$ cat src/rtl/kdtree_load_ctrl.sv
// kdtree_load_ctrl: drains the input word stream (nodes -> leaves -> queries) into the three accelerator stores.
// Latency: each *_wen pulses one cycle after the entry's last word is popped. load_done follows one cycle after the final query write.
// Backpressure: pops only while busy and the FIFO is non-empty. An empty FIFO stalls every counter and pack register in place.
//
// Ports:
//   clk, rst_n                       core clock, async active-low reset
//   load_kdtree                      1-cycle start pulse (ignored while busy)
//   in_fifo_rempty_n/rdata/deq       first-word-fall-through FIFO head and pop
//   node_wen/waddr/wdata             internal-node regfile write {median, split index}
//   leaf_wen/waddr/wpatch/wdata/widx leaf patch SRAM write (element 0 in LSBs)
//   query_wen/waddr/wdata            query patch SRAM write (element 0 in LSBs)
//   busy, load_done                  status; load_done gates the search FSM start
module kdtree_load_ctrl #(
  parameter int DATA_WIDTH = 11,
  parameter int PATCH_SIZE = 5,
  parameter int LEAF_SIZE  = 8,
  parameter int NUM_LEAVES = 64,
  parameter int NUM_QUERYS = 494
) (
  input  logic                                clk,
  input  logic                                rst_n,
  input  logic                                load_kdtree,
  input  logic                                in_fifo_rempty_n,
  input  logic [DATA_WIDTH-1:0]               in_fifo_rdata,
  output logic                                in_fifo_deq,
  output logic                                node_wen,
  output logic [$clog2(NUM_LEAVES-1)-1:0]     node_waddr,
  output logic [2*DATA_WIDTH-1:0]             node_wdata,
  output logic                                leaf_wen,
  output logic [$clog2(NUM_LEAVES)-1:0]       leaf_waddr,
  output logic [$clog2(LEAF_SIZE)-1:0]        leaf_wpatch,
  output logic [PATCH_SIZE*DATA_WIDTH-1:0]    leaf_wdata,
  output logic [DATA_WIDTH-1:0]               leaf_widx,
  output logic                                query_wen,
  output logic [$clog2(NUM_QUERYS)-1:0]       query_waddr,
  output logic [PATCH_SIZE*DATA_WIDTH-1:0]    query_wdata,
  output logic                                busy,
  output logic                                load_done
);

  localparam int NUM_NODES = NUM_LEAVES - 1;
  localparam int NODE_AW   = $clog2(NUM_NODES);
  localparam int LEAF_AW   = $clog2(NUM_LEAVES);
  localparam int PATCH_AW  = $clog2(LEAF_SIZE);
  localparam int QUERY_AW  = $clog2(NUM_QUERYS);
  localparam int PATCH_W   = PATCH_SIZE * DATA_WIDTH;
  // Word-within-entry counter must reach PATCH_SIZE (leaf index word).
  localparam int WORD_CW   = $clog2(PATCH_SIZE + 1);

  // Position of the final word of one entry in each section.
  localparam logic [WORD_CW-1:0] NODE_LAST_WORD  = WORD_CW'(1);
  localparam logic [WORD_CW-1:0] LEAF_LAST_WORD  = WORD_CW'(PATCH_SIZE);
  localparam logic [WORD_CW-1:0] QUERY_LAST_WORD = WORD_CW'(PATCH_SIZE - 1);

  // Final entry of each section.
  localparam logic [NODE_AW-1:0]  NODE_LAST  = NODE_AW'(NUM_NODES - 1);
  localparam logic [LEAF_AW-1:0]  LEAF_LAST  = LEAF_AW'(NUM_LEAVES - 1);
  localparam logic [PATCH_AW-1:0] PATCH_LAST = PATCH_AW'(LEAF_SIZE - 1);
  localparam logic [QUERY_AW-1:0] QUERY_LAST = QUERY_AW'(NUM_QUERYS - 1);

  typedef enum logic [2:0] {
    IDLE     = 3'd0,
    LD_NODE  = 3'd1,
    LD_LEAF  = 3'd2,
    LD_QUERY = 3'd3,
    DONE     = 3'd4
  } state_t;

  state_t                state_q, state_d;
  logic [WORD_CW-1:0]    word_q, word_d;
  logic [NODE_AW-1:0]    node_cnt_q, node_cnt_d;
  logic [LEAF_AW-1:0]    leaf_cnt_q, leaf_cnt_d;
  logic [PATCH_AW-1:0]   patch_cnt_q, patch_cnt_d;
  logic [QUERY_AW-1:0]   query_cnt_q, query_cnt_d;
  logic [PATCH_W-1:0]    pack_q, pack_d;
  logic                  load_done_q, load_done_d;

  // Registered write ports.
  logic                  node_wen_q, node_wen_d;
  logic [NODE_AW-1:0]    node_waddr_q, node_waddr_d;
  logic [2*DATA_WIDTH-1:0] node_wdata_q, node_wdata_d;
  logic                  leaf_wen_q, leaf_wen_d;
  logic [LEAF_AW-1:0]    leaf_waddr_q, leaf_waddr_d;
  logic [PATCH_AW-1:0]   leaf_wpatch_q, leaf_wpatch_d;
  logic [PATCH_W-1:0]    leaf_wdata_q, leaf_wdata_d;
  logic [DATA_WIDTH-1:0] leaf_widx_q, leaf_widx_d;
  logic                  query_wen_q, query_wen_d;
  logic [QUERY_AW-1:0]   query_waddr_q, query_waddr_d;
  logic [PATCH_W-1:0]    query_wdata_q, query_wdata_d;

  logic busy_w;
  logic pop;
  logic last_word;

  assign busy_w = (state_q == LD_NODE) || (state_q == LD_LEAF) || (state_q == LD_QUERY);
  assign pop    = in_fifo_rempty_n & busy_w;

  always_comb begin
    last_word = 1'b0;
    case (state_q)
      LD_NODE:  last_word = (word_q == NODE_LAST_WORD);
      LD_LEAF:  last_word = (word_q == LEAF_LAST_WORD);
      LD_QUERY: last_word = (word_q == QUERY_LAST_WORD);
      default:  last_word = 1'b0;
    endcase
  end

  always_comb begin
    state_d       = state_q;
    word_d        = word_q;
    node_cnt_d    = node_cnt_q;
    leaf_cnt_d    = leaf_cnt_q;
    patch_cnt_d   = patch_cnt_q;
    query_cnt_d   = query_cnt_q;
    pack_d        = pack_q;
    load_done_d   = load_done_q;
    node_wen_d    = 1'b0;
    node_waddr_d  = node_waddr_q;
    node_wdata_d  = node_wdata_q;
    leaf_wen_d    = 1'b0;
    leaf_waddr_d  = leaf_waddr_q;
    leaf_wpatch_d = leaf_wpatch_q;
    leaf_wdata_d  = leaf_wdata_q;
    leaf_widx_d   = leaf_widx_q;
    query_wen_d   = 1'b0;
    query_waddr_d = query_waddr_q;
    query_wdata_d = query_wdata_q;

    case (state_q)
      IDLE, DONE: begin
        if (load_kdtree) begin
          state_d     = LD_NODE;
          word_d      = '0;
          node_cnt_d  = '0;
          leaf_cnt_d  = '0;
          patch_cnt_d = '0;
          query_cnt_d = '0;
          pack_d      = '0;
          load_done_d = 1'b0;
        end else if (state_q == DONE) begin
          // DONE is entered together with the last query write, so this
          // lands load_done one cycle after that write strobe.
          load_done_d = 1'b1;
        end
      end

      LD_NODE: begin
        if (pop && last_word) begin
          node_wen_d   = 1'b1;
          node_waddr_d = node_cnt_q;
          node_wdata_d = {in_fifo_rdata, pack_q[DATA_WIDTH-1:0]};
          word_d       = '0;
          if (node_cnt_q == NODE_LAST) state_d = LD_LEAF;
          else                         node_cnt_d = node_cnt_q + 1'b1;
        end
      end

      LD_LEAF: begin
        if (pop && last_word) begin
          // The sixth word is the patch's image index, not an element.
          leaf_wen_d    = 1'b1;
          leaf_waddr_d  = leaf_cnt_q;
          leaf_wpatch_d = patch_cnt_q;
          leaf_wdata_d  = pack_q;
          leaf_widx_d   = in_fifo_rdata;
          word_d        = '0;
          if (patch_cnt_q == PATCH_LAST) begin
            if (leaf_cnt_q == LEAF_LAST) begin
              state_d = LD_QUERY;
            end else begin
              leaf_cnt_d  = leaf_cnt_q + 1'b1;
              patch_cnt_d = '0;
            end
          end else begin
            patch_cnt_d = patch_cnt_q + 1'b1;
          end
        end
      end

      LD_QUERY: begin
        if (pop && last_word) begin
          query_wen_d   = 1'b1;
          query_waddr_d = query_cnt_q;
          query_wdata_d = {in_fifo_rdata, pack_q[PATCH_W-DATA_WIDTH-1:0]};
          word_d        = '0;
          if (query_cnt_q == QUERY_LAST) state_d = DONE;
          else                           query_cnt_d = query_cnt_q + 1'b1;
        end
      end

      default: state_d = IDLE;
    endcase

    // Non-final words accumulate into slice word_q; the final word bypasses
    // the pack register straight into the write data.
    if (pop && !last_word) begin
      word_d = word_q + 1'b1;
      for (int k = 0; k < PATCH_SIZE; k++) begin
        if (word_q == WORD_CW'(k)) pack_d[k*DATA_WIDTH +: DATA_WIDTH] = in_fifo_rdata;
      end
    end
  end

  always_ff @(posedge clk or negedge rst_n) begin
    if (!rst_n) begin
      state_q       <= IDLE;
      word_q        <= '0;
      node_cnt_q    <= '0;
      leaf_cnt_q    <= '0;
      patch_cnt_q   <= '0;
      query_cnt_q   <= '0;
      pack_q        <= '0;
      load_done_q   <= 1'b0;
      node_wen_q    <= 1'b0;
      node_waddr_q  <= '0;
      node_wdata_q  <= '0;
      leaf_wen_q    <= 1'b0;
      leaf_waddr_q  <= '0;
      leaf_wpatch_q <= '0;
      leaf_wdata_q  <= '0;
      leaf_widx_q   <= '0;
      query_wen_q   <= 1'b0;
      query_waddr_q <= '0;
      query_wdata_q <= '0;
    end else begin
      state_q       <= state_d;
      word_q        <= word_d;
      node_cnt_q    <= node_cnt_d;
      leaf_cnt_q    <= leaf_cnt_d;
      patch_cnt_q   <= patch_cnt_d;
      query_cnt_q   <= query_cnt_d;
      pack_q        <= pack_d;
      load_done_q   <= load_done_d;
      node_wen_q    <= node_wen_d;
      node_waddr_q  <= node_waddr_d;
      node_wdata_q  <= node_wdata_d;
      leaf_wen_q    <= leaf_wen_d;
      leaf_waddr_q  <= leaf_waddr_d;
      leaf_wpatch_q <= leaf_wpatch_d;
      leaf_wdata_q  <= leaf_wdata_d;
      leaf_widx_q   <= leaf_widx_d;
      query_wen_q   <= query_wen_d;
      query_waddr_q <= query_waddr_d;
      query_wdata_q <= query_wdata_d;
    end
  end

  assign in_fifo_deq = pop;
  assign busy        = busy_w;
  assign load_done   = load_done_q;
  assign node_wen    = node_wen_q;
  assign node_waddr  = node_waddr_q;
  assign node_wdata  = node_wdata_q;
  assign leaf_wen    = leaf_wen_q;
  assign leaf_waddr  = leaf_waddr_q;
  assign leaf_wpatch = leaf_wpatch_q;
  assign leaf_wdata  = leaf_wdata_q;
  assign leaf_widx   = leaf_widx_q;
  assign query_wen   = query_wen_q;
  assign query_waddr = query_waddr_q;
  assign query_wdata = query_wdata_q;

endmodule
$ cat config.mk
export PLATFORM = sky130hd
export DESIGN_NAME = kdtree_load_ctrl
export DESIGN_NICKNAME = d
export VERILOG_FILES = /design/src/rtl/kdtree_load_ctrl.sv
export SDC_FILE = /design/constraint.sdc
export NUM_CORES = 1
export LEC_CHECK = 0
export CAP_MARGIN = 20
export CORE_MARGIN = 2
export CORE_UTILIZATION = 50
export DETAILED_ROUTE_END_ITERATION = 10
export PLACE_DENSITY = 0.87
export SLEW_MARGIN = 10
export SYNTH_ARGS = -nofsm -noshare
export SYNTH_HDL_FRONTEND = slang
export SYNTH_SLANG_ARGS = --single-unit
$ cat constraint.sdc
create_clock -name clk -period 3.2 [get_ports clk]
set_input_delay 0.32 -clock clk [delete_from_list [all_inputs] [get_ports clk]]
set_output_delay 0.32 -clock clk [all_outputs]
set_load 0.01 [all_outputs]
# After elaboration in Yosys (flattened, before gate mapping)
# Cells that the tools add are included.
dict set report totals {
  wordCells 120
  in_bits 15
  reg_bits 256
  out_inout_bits 173
}
dict set report op_classes {
  mux 44
  eq_ne 27
  n_bitwise 1
  n_reduce_logical 24
  addsub 5
}
# operator count
set ops {}
lappend ops {{55-bit 2-to-1 mux} 3}
lappend ops {{11-bit 2-to-1 mux} 5}
lappend ops {{3-bit 2-to-1 mux} 14}
lappend ops {{6-bit 2-to-1 mux} 6}
lappend ops {{9-bit 2-to-1 mux} 3}
lappend ops {{6-bit one-hot mux with 2 select lines} 2}
lappend ops {{9-bit one-hot mux with 2 select lines} 1}
lappend ops {{2-bit by 1-bit != test with 1-bit output, second input constant} 7}
lappend ops {{6-bit by 1-bit adder with 6-bit output, second input constant} 2}
lappend ops {{3-bit by 2-bit equality test with 1-bit output, second input constant} 4}
lappend ops {{3-bit equality test, second input constant} 4}
lappend ops {{6-bit equality test, second input constant} 2}
lappend ops {{3-bit one-hot mux with 2 select lines} 2}
lappend ops {{3-bit one-hot mux with 4 select lines} 1}
lappend ops {{4-bit AND reduction} 3}
lappend ops {{9-bit by 1-bit adder with 9-bit output, second input constant} 1}
lappend ops {{9-bit equality test, second input constant} 1}
lappend ops {{2-bit != test, second input constant} 4}
lappend ops {{2-bit AND reduction} 4}
lappend ops {{8-bit AND reduction} 1}
lappend ops {{2-bit nonzero test} 4}
lappend ops {{3-bit by 1-bit adder with 3-bit output, second input constant} 2}
lappend ops {{3-bit by 1-bit equality test with 1-bit output, second input constant} 2}
lappend ops {{3-bit zero test} 2}
lappend ops {{13 further kinds} 21}

# Depth between registers and ports, before layout
# Gate-level depths: netlist (run 1).
dict set report depth {
  ltp_word 8
  mapped_depth 10
  depth_no_buf 9
}

# Worst setup path after synthesis (run 1)
# OpenSTA, ideal clock, no wires.
dict set report synth_path {
  path_type {register to register}
  from {reg state_q[1]}
  to {reg state_q[0]}
  t_required_ns 3.073
  n_path_buf 2
  period_less_slack_ns 1.889
  setup_time_ns 0.127
  stages_incl_launch_ff 8
  arrival_time_ns 1.761
  slack_ns 1.311
  path_cell_list {dfrtp_1 > buf_2 > or3b_1 > buf_2 > a31o_2 > o221ai_1 > a221o_1 > mux2_1}
}
dict set report synth_via {
  elab_chain_cells 7
  elab_cells_between_ends 21
  cone_classes {eq/ne (12); mux (2); bitwise (1); reduce/logical (6)}
}
# item line
set synth_lines {}
lappend synth_lines {{from (decl)} 69} ;# state_t state_q, state_d;
lappend synth_lines {{from (signal assigned)} 226} ;# state_q <= state_d;
lappend synth_lines {{3-bit by 1-bit equality test with 1-bit output / 3-bit by 2-bit equality test with 1-bit output (equally long branches)} {95, 100, 129}}
lappend synth_lines {{1-bit logical OR (2 in a row)} 95} ;# assign busy_w = (state_q == LD_NODE) || (state_q == LD_LEAF) || (state_q == LD_QUERY);
lappend synth_lines {{1-bit bitwise AND} 96} ;# assign pop = in_fifo_rempty_n & busy_w;
lappend synth_lines {{1-bit logical AND} {148, 159, 181}}
lappend synth_lines {{2-bit by 1-bit != test with 1-bit output (no line)} -}
lappend synth_lines {{8-bit AND reduction (no line)} -}
# Several ways; a longest one is shown, not always the timed one.
# A chain may end at the register's enable or synchronous reset.

# Final worst setup path (run 1)
dict set report layout_path {
  from {reg state_q[0]}
  to {out in_fifo_deq}
}
dict set report layout_via {
  elab_chain_cells 4
  elab_cells_between_ends 6
  cone_classes {eq/ne (3); bitwise (1); reduce/logical (2)}
}
# item line
set layout_lines {}
lappend layout_lines {{3-bit by 1-bit equality test with 1-bit output / 3-bit by 2-bit equality test with 1-bit output (equally long branches)} 95}
lappend layout_lines {{1-bit logical OR} 95}
lappend layout_lines {{1-bit logical OR (*)} 95}
lappend layout_lines {{1-bit bitwise AND (*)} 96}
lappend layout_lines {{to (decl)} 25} ;# output logic in_fifo_deq,
# Mark *: on every way between the ends. The rest lies on a longest branch, timed or not.

==> results_dict.tcl, run 1 <==
set metrics [dict create \
    crit_path_start "state_q[0]" \
    cts_setup_buffers 0 \
    ant_nets 0 \
    clock-sinks 256 \
    avgSynthCellArea_um2 10.5 \
    ys_seq_area_share_pct 62.3 \
    slew_violations 0 \
    cpLargestDelayFamily "buffers and inverters" \
    leakagePower_nw 6.44 \
    synth_edf_count 0 \
    relSlewSlack_pct 49.5 \
    tns_ns 0 \
    crit_path_start_kind "flip-flop" \
    synth_fp_nets 1003 \
    ir_drop_uv 404 \
    final.period_utilization_pct 83.8 \
    layout_common_cells "nand2_1 (334), dfrtp_1 (256), clkdlybuf4s50_1 (186), o21ai_0 (84), mux2_2 (56)" \
    die_height_um 147 \
    crit_chain "o21ba_2 > nand2_2 > inv_2 > clkdlybuf4s50_1" \
    yosysUniqueCellTypes 60 \
    synthSimpleGateAreaFrac_pct 17.2 \
    ys_warn_count 0 \
    maxCapViolCount 0 \
    layout.cells.non_filler 1444 \
    critPathCaptureType "primary output" \
    synth_area_leaders "dfrtp_1 (62%), nand2_1 (12%), mux2_2 (6.1%)" \
    place_inst 1397 \
    totalPowerFinal_w 0.00842 \
    holdBufCountCts 1 \
    grt_start_max_net_pins 82 \
    synth_top_family_by_area "simple AND/OR/NAND/NOR gates" \
    gp_congestion 0.915 \
    outcome "completed" \
    p_per_area_nw_per_um2 631 \
    synth.cell_area_um2 10300 \
    io_pins 188 \
    synthArstFlopShare_pct 100 \
    min-delay-path-class "input pin to asynchronous set/reset pin" \
    rows 52 \
    vias 7881 \
    overflow 0 \
    wirelength_um 26900 \
    timing.final.crit_period_ns 2.68 \
    dp.final_hpwl_um 17800 \
    die-area_um2 21700 \
    final_util_pct 65.9 \
    grt_setup_unrepaired "no" \
    initial_core_util_pct 50.8 \
    finalClockSkew_ns 0.00946 \
    io_buffers 187 \
    layout.cells.most_common "nand2_1" \
    first_iter_violations 575 \
    area_delta_synth_final_pct 29.7 \
    ys_ff_latch 256 \
    synthMuxAreaShare_pct 8.61 \
    antenna_found_initial 0 \
    nNetsFinal 1183 \
    clockBufferDepth 3 \
    cts_made_buffers 26 \
    crit_path_top_delay_cell "dfrtp_1" \
    htree_levels 1 \
    cts_resized 0 \
    viasPerCell 5.46 \
    grt_pass1_vias 8039 \
    synth_compound_area_share_pct 7.27 \
    num_antenna_cells 0 \
    cts_tree "done" \
    clockRootBuffer "clkbuf_16" \
    cp_max_fo 16 \
    grt_pass1_wl_um 43100 \
    finalSetupViolCount 0 \
    r2r-start "state_q[0]" \
    fp.dieW_um 147 \
    synth_top_area_share_pct 62.3 \
    layout-drive-gt1-share_pct 10.7 \
    wl_per_cell_um 18.6 \
    synth_xor_area_share_pct 0.170 \
    worstMarginPinSlew_ns 0.755 \
    synth_adder_area_share_pct 1.46 \
    cp_num_buf_inv 2 \
    insertion_delay_ns 0.52 \
    drc_errors 0 \
    synth_ff_type "dfrtp_1" \
    yosysTopAreaCell "dfrtp_1" \
    slowest_delay_ns 0.67 \
    clk_pin_slew_ns 0.07 \
    report.final.hold_viol_count 0 \
    cp.arrival_ns 2.36 \
    drt-pass1-iter-count 5 \
    track_usage_pct 25.0 \
    crit_required_ns 2.88 \
    fmax_ghz 0.373 \
    syn_inst 976 \
    timing.hold.ws_ns 0.347 \
    crit_type "flip-flop to primary output" \
    core-area_um2 20200 \
]
## area by class of cell
| cell class | instances | area (µm²) |
|---|---|---|
| flip-flops and latches | 256 | 6410 |
| clock inverters | 6 | 83.8 |
| fillers | 1478 | 6890 |
| repair buffers | 202 | 2030 |
| clock buffers | 40 | 795 |
| well taps | 270 | 338 |
| inverters | 23 | 87.6 |
| multi-input cells | 647 | 3600 |
## state kept, by name, indices dropped and copies added, names as in the netlist
register,flops
leaf_cnt_q,6
node_wdata,22
node_cnt_q,6
query_cnt_q,9
leaf_widx,11
node_waddr,6
query_waddr,9
query_wdata,55
leaf_wpatch,3
leaf_wen,1
leaf_waddr,6
word_q,3
node_wen,1
patch_cnt_q,3
load_done,1
query_wen,1
state_q,3
leaf_wdata,55
pack_q,55
## metal layers
layer | vias up | global-route usage (%) | part of all wire [%] | wire [µm]
met4 | 0 | 11.6 | 4.8 | 1290
li1 | 3603 | - | - | -
met5 | - | 0 | 0 | 0
met2 | 326 | 41.6 | 49 | 13100
met1 | 3866 | 32.4 | 40 | 10800
met3 | 86 | 4.01 | 6.4 | 1720
## worst register-to-register path: cells and delay by family, from the launching register on
family                 cells  cell delay (ns)
AND/OR/NAND/NOR            3             1.06
buffers and inverters      1             0.32
flip-flops                 1             0.67
AO/OA/AOI/OAI              2             0.37
## cells by family (layout without fill, tap and decap cells)
kind of cell | after synthesis | after routing
and+or+nand+nor | 420 | 420
DFF | 256 | 256
AOI/OAI and AO/OA | 133 | 133
muxes | 80 | 80
buffers and inverters | 73 | 271
adders and majority gates | 12 | 12
xor gates and xnor gates | 2 | 2
## cell usage after synthesis, drive strengths merged, types with 2 or more instances
cell    count
nor3        7
dfrtp     256
nand3b      3
o21ai      99
or3         3
o22a        2
nand4       8
a21o        3
and2        4
or2         2
o31ai       4
a21oi       9
a22o        2
nand2     336
or3b        2
and3        4
and4        4
clkbuf     30
ha         12
o21a        2
nor3b       2
nand2b      3
buf        20
mux2       68
nand3      25
nor2       10
nor2b       2
inv        22
mux2i      12
## through the flow
stage          cell area [µm²]  setup slack [ns]
2_1_floorplan            10300              1.31
3_3_place_gp             12500             0.701
3_5_place_dp             12500             0.631
4_1_cts                  13300             0.524
5_1_grt                  13300             0.411
6_report                 13300             0.517
## final timing paths
check                                 end  slack, ns  cells past startpoint
min in group clk            node_waddr[3]       0.48                      2
max in group asynchronous   node_wdata[8]       1.99                      3
min                        leaf_wdata[15]       0.35                      2
max reg2reg                query_cnt_q[8]       0.69                      6
max                           in_fifo_deq       0.52                      4
min reg2reg                 node_waddr[3]       0.48                      2
## power breakdown
group	switching, W	internal, W
combinational	0.000806	0.000578
clock	0.00122	0.00186
sequential	0.000357	0.00360
Power figures use the tool's default switching activity.
==> run 2: changes to the inputs <==
==> constraint.sdc (replaced) <==
create_clock -name clk -period 2.56 [get_ports clk]
set_input_delay 0.256 -clock clk [delete_from_list [all_inputs] [get_ports clk]]
set_output_delay 0.256 -clock clk [all_outputs]
set_load 0.01 [all_outputs]
==> run 2 against run 1 <==
  * Sequential power increased by 25%
  * Routed wire length increased by 0.82%
  * Cell area increased by 0.90%
  * Combinational power increased by 26%
  * Setup slack got worse by 0.41 ns
  * First-iteration DRC count decreased by 6.6%
  * Hold slack got worse by 0.088 ns
  * Cell count increased by 0.42%
==> results_dict.tcl, run 2 (synthesis results as in run 1) <==
set metrics [dict create \
    drt-pass1-iter-count 5 \
    dp.final_hpwl_um 18000 \
    slowest_delay_ns 0.57 \
    cts_tree "done" \
    rows 52 \
    overflow 0 \
    m1WireLength_um 11000 \
    crit_path_top_delay_cell "clkdlybuf4s50_1" \
    finalSetupViolCount 0 \
    grt_pass1_vias 7803 \
    crit_path_start_kind "flip-flop" \
    io_buffers 187 \
    layout_common_cells "nand2_1 (334), dfrtp_1 (253), clkdlybuf4s50_1 (186), o21ai_0 (84), mux2_2 (56)" \
    clk_pin_slew_ns 0.07 \
    worstMarginPinSlew_ns 0.508 \
    viasPerCell 5.45 \
    gp_congestion 0.850 \
    critPathCaptureType "primary output" \
    cp.arrival_ns 2.19 \
    ant_nets 0 \
    final.period_utilization_pct 95.7 \
    fp.dieW_um 147 \
    grt_start_max_net_pins 87 \
    grt_setup_unrepaired "no" \
    drc_errors 0 \
    die_height_um 147 \
    layout.cells.most_common "nand2_1" \
    min-delay-path-class "input pin to asynchronous set/reset pin" \
    r2r_cells 7 \
    clockRootBuffer "clkbuf_16" \
    highest_layer "met4" \
    vias 7907 \
    area_delta_synth_final_pct 30.9 \
    totalPowerFinal_w 0.0107 \
    finalClockSkew_ns 0.00982 \
    track_usage_pct 25.0 \
    tns_ns 0 \
    outcome "completed" \
    relSlewSlack_pct 66.1 \
    place_inst 1405 \
    timing.final.crit_period_ns 2.45 \
    post-place-ws_ns 0.226 \
    wl_per_cell_um 18.7 \
    slew_violations 0 \
    cp_max_fo 14 \
    wirelength_um 27100 \
    nNetsFinal 1190 \
    crit_type "flip-flop to primary output" \
    crit_required_ns 2.30 \
    ir_drop_uv 456 \
    core-area_um2 20200 \
    cts_setup_buffers 0 \
    insertion_delay_ns 0.52 \
    wl_met2_um 13700 \
    report.final.hold_viol_count 0 \
    num_antenna_cells 0 \
    clockBufferDepth 3 \
    r2r_slack_ns 0.25 \
    io_pins 188 \
    p_per_area_nw_per_um2 796 \
    die-area_um2 21700 \
    final_util_pct 66.5 \
    layout.cells.non_filler 1450 \
    layout-drive-gt1-share_pct 11.9 \
    crit_chain "o21ba_2 > nand2_2 > inv_4 > clkdlybuf4s50_1" \
    grt_pass1_wl_um 43200 \
    fmax_ghz 0.408 \
    htree_levels 1 \
    cts_made_buffers 25 \
    initial_core_util_pct 50.8 \
    clock-sinks 256 \
    leakagePower_nw 6.51 \
    dr_wl_met3_um 1640 \
    nFillCells 1483 \
    first_iter_violations 537 \
    antenna_found_initial 0 \
    maxCapViolCount 0 \
    final.setup.worst_slack_ns 0.111 \
]
-- run 2: changes by cell type in the layout (fill, tap and decap cells not counted), sizes merged --
cell / change
buf: +8
bufinv: +4
clkbuf: -12
clkinv: +4
clkinvlp: +1
inv: +1
-- run 2: where the power goes --
part           leakage, nW  total (W)  internal [W]  switching, W
combinational         2.52    0.00174      0.000741      0.000999
clock                0.451    0.00403       0.00248       0.00155
sequential            3.53    0.00494       0.00450      0.000440
-- run 2: worst max-delay path: cells and delay by family, from the launching register on --
family / cells / cell delay (ns)
DFF: 1 / 0.51
and+or+nand+nor: 1 / 0.12
AOI/OAI and AO/OA: 1 / 0.30
buffers and inverters: 2 / 0.73
-- run 2: through the flow --
stage	instance area [µm²]	hold slack, ns
final	13500	0.259
after global routing	13500	0.312
after CTS	13500	0.272
after detailed placement	12500	0.222
after global placement	12500	0.222
after floorplan	10300	-0.0396
-- run 2: final timing paths --
| kind | from | to |
|---|---|---|
| min reg2reg | query_wdata[40] | query_wdata[40] |
| max reg2reg | word_q[1] | leaf_wdata[54] |
| min in group clk | in_fifo_rdata[8] | pack_q[8] |
| max in group asynchronous | rst_n | node_cnt_q[3] |
| min | rst_n | leaf_wdata[13] |
| max | state_q[2] | in_fifo_deq |
-- run 2: area by class of cell --
class	count	area (µm²)	share of cell area, %
inverters	23	90.1	0.669
multi-input cells	647	3600	26.8
well taps	270	338	2.51
clock inverters	16	240	1.78
flip-flops and latches	256	6410	47.6
repair buffers	210	2110	15.7
clock buffers	28	667	4.95
-- run 2: routing by layer --
layer | vias to the layer above | GRT usage, %
li1 | 3609 | -
met1 | 3930 | 33.8
met2 | 316 | 42.4
met3 | 52 | 3.06
met4 | 0 | 8.27
met5 | - | 0
-- run 2: timing repair --
item                       CTS  global route
gates cloned                 0             0
hold buffers                 1             0
gates resized for setup      2             2
hold endpoints to repair    59             0
setup endpoints to repair    1             1
==> run 3: changes to the inputs <==
--- a/config.mk
+++ b/config.mk
@@ -5,7 +5,6 @@
 export SDC_FILE = /design/constraint.sdc
 export NUM_CORES = 1
 export LEC_CHECK = 0
-export CAP_MARGIN = 20
 export CORE_MARGIN = 2
 export CORE_UTILIZATION = 50
 export DETAILED_ROUTE_END_ITERATION = 10
==> results of run 3 <==
Same layout as run 2: the final DEF is identical, and so are final timing and power.
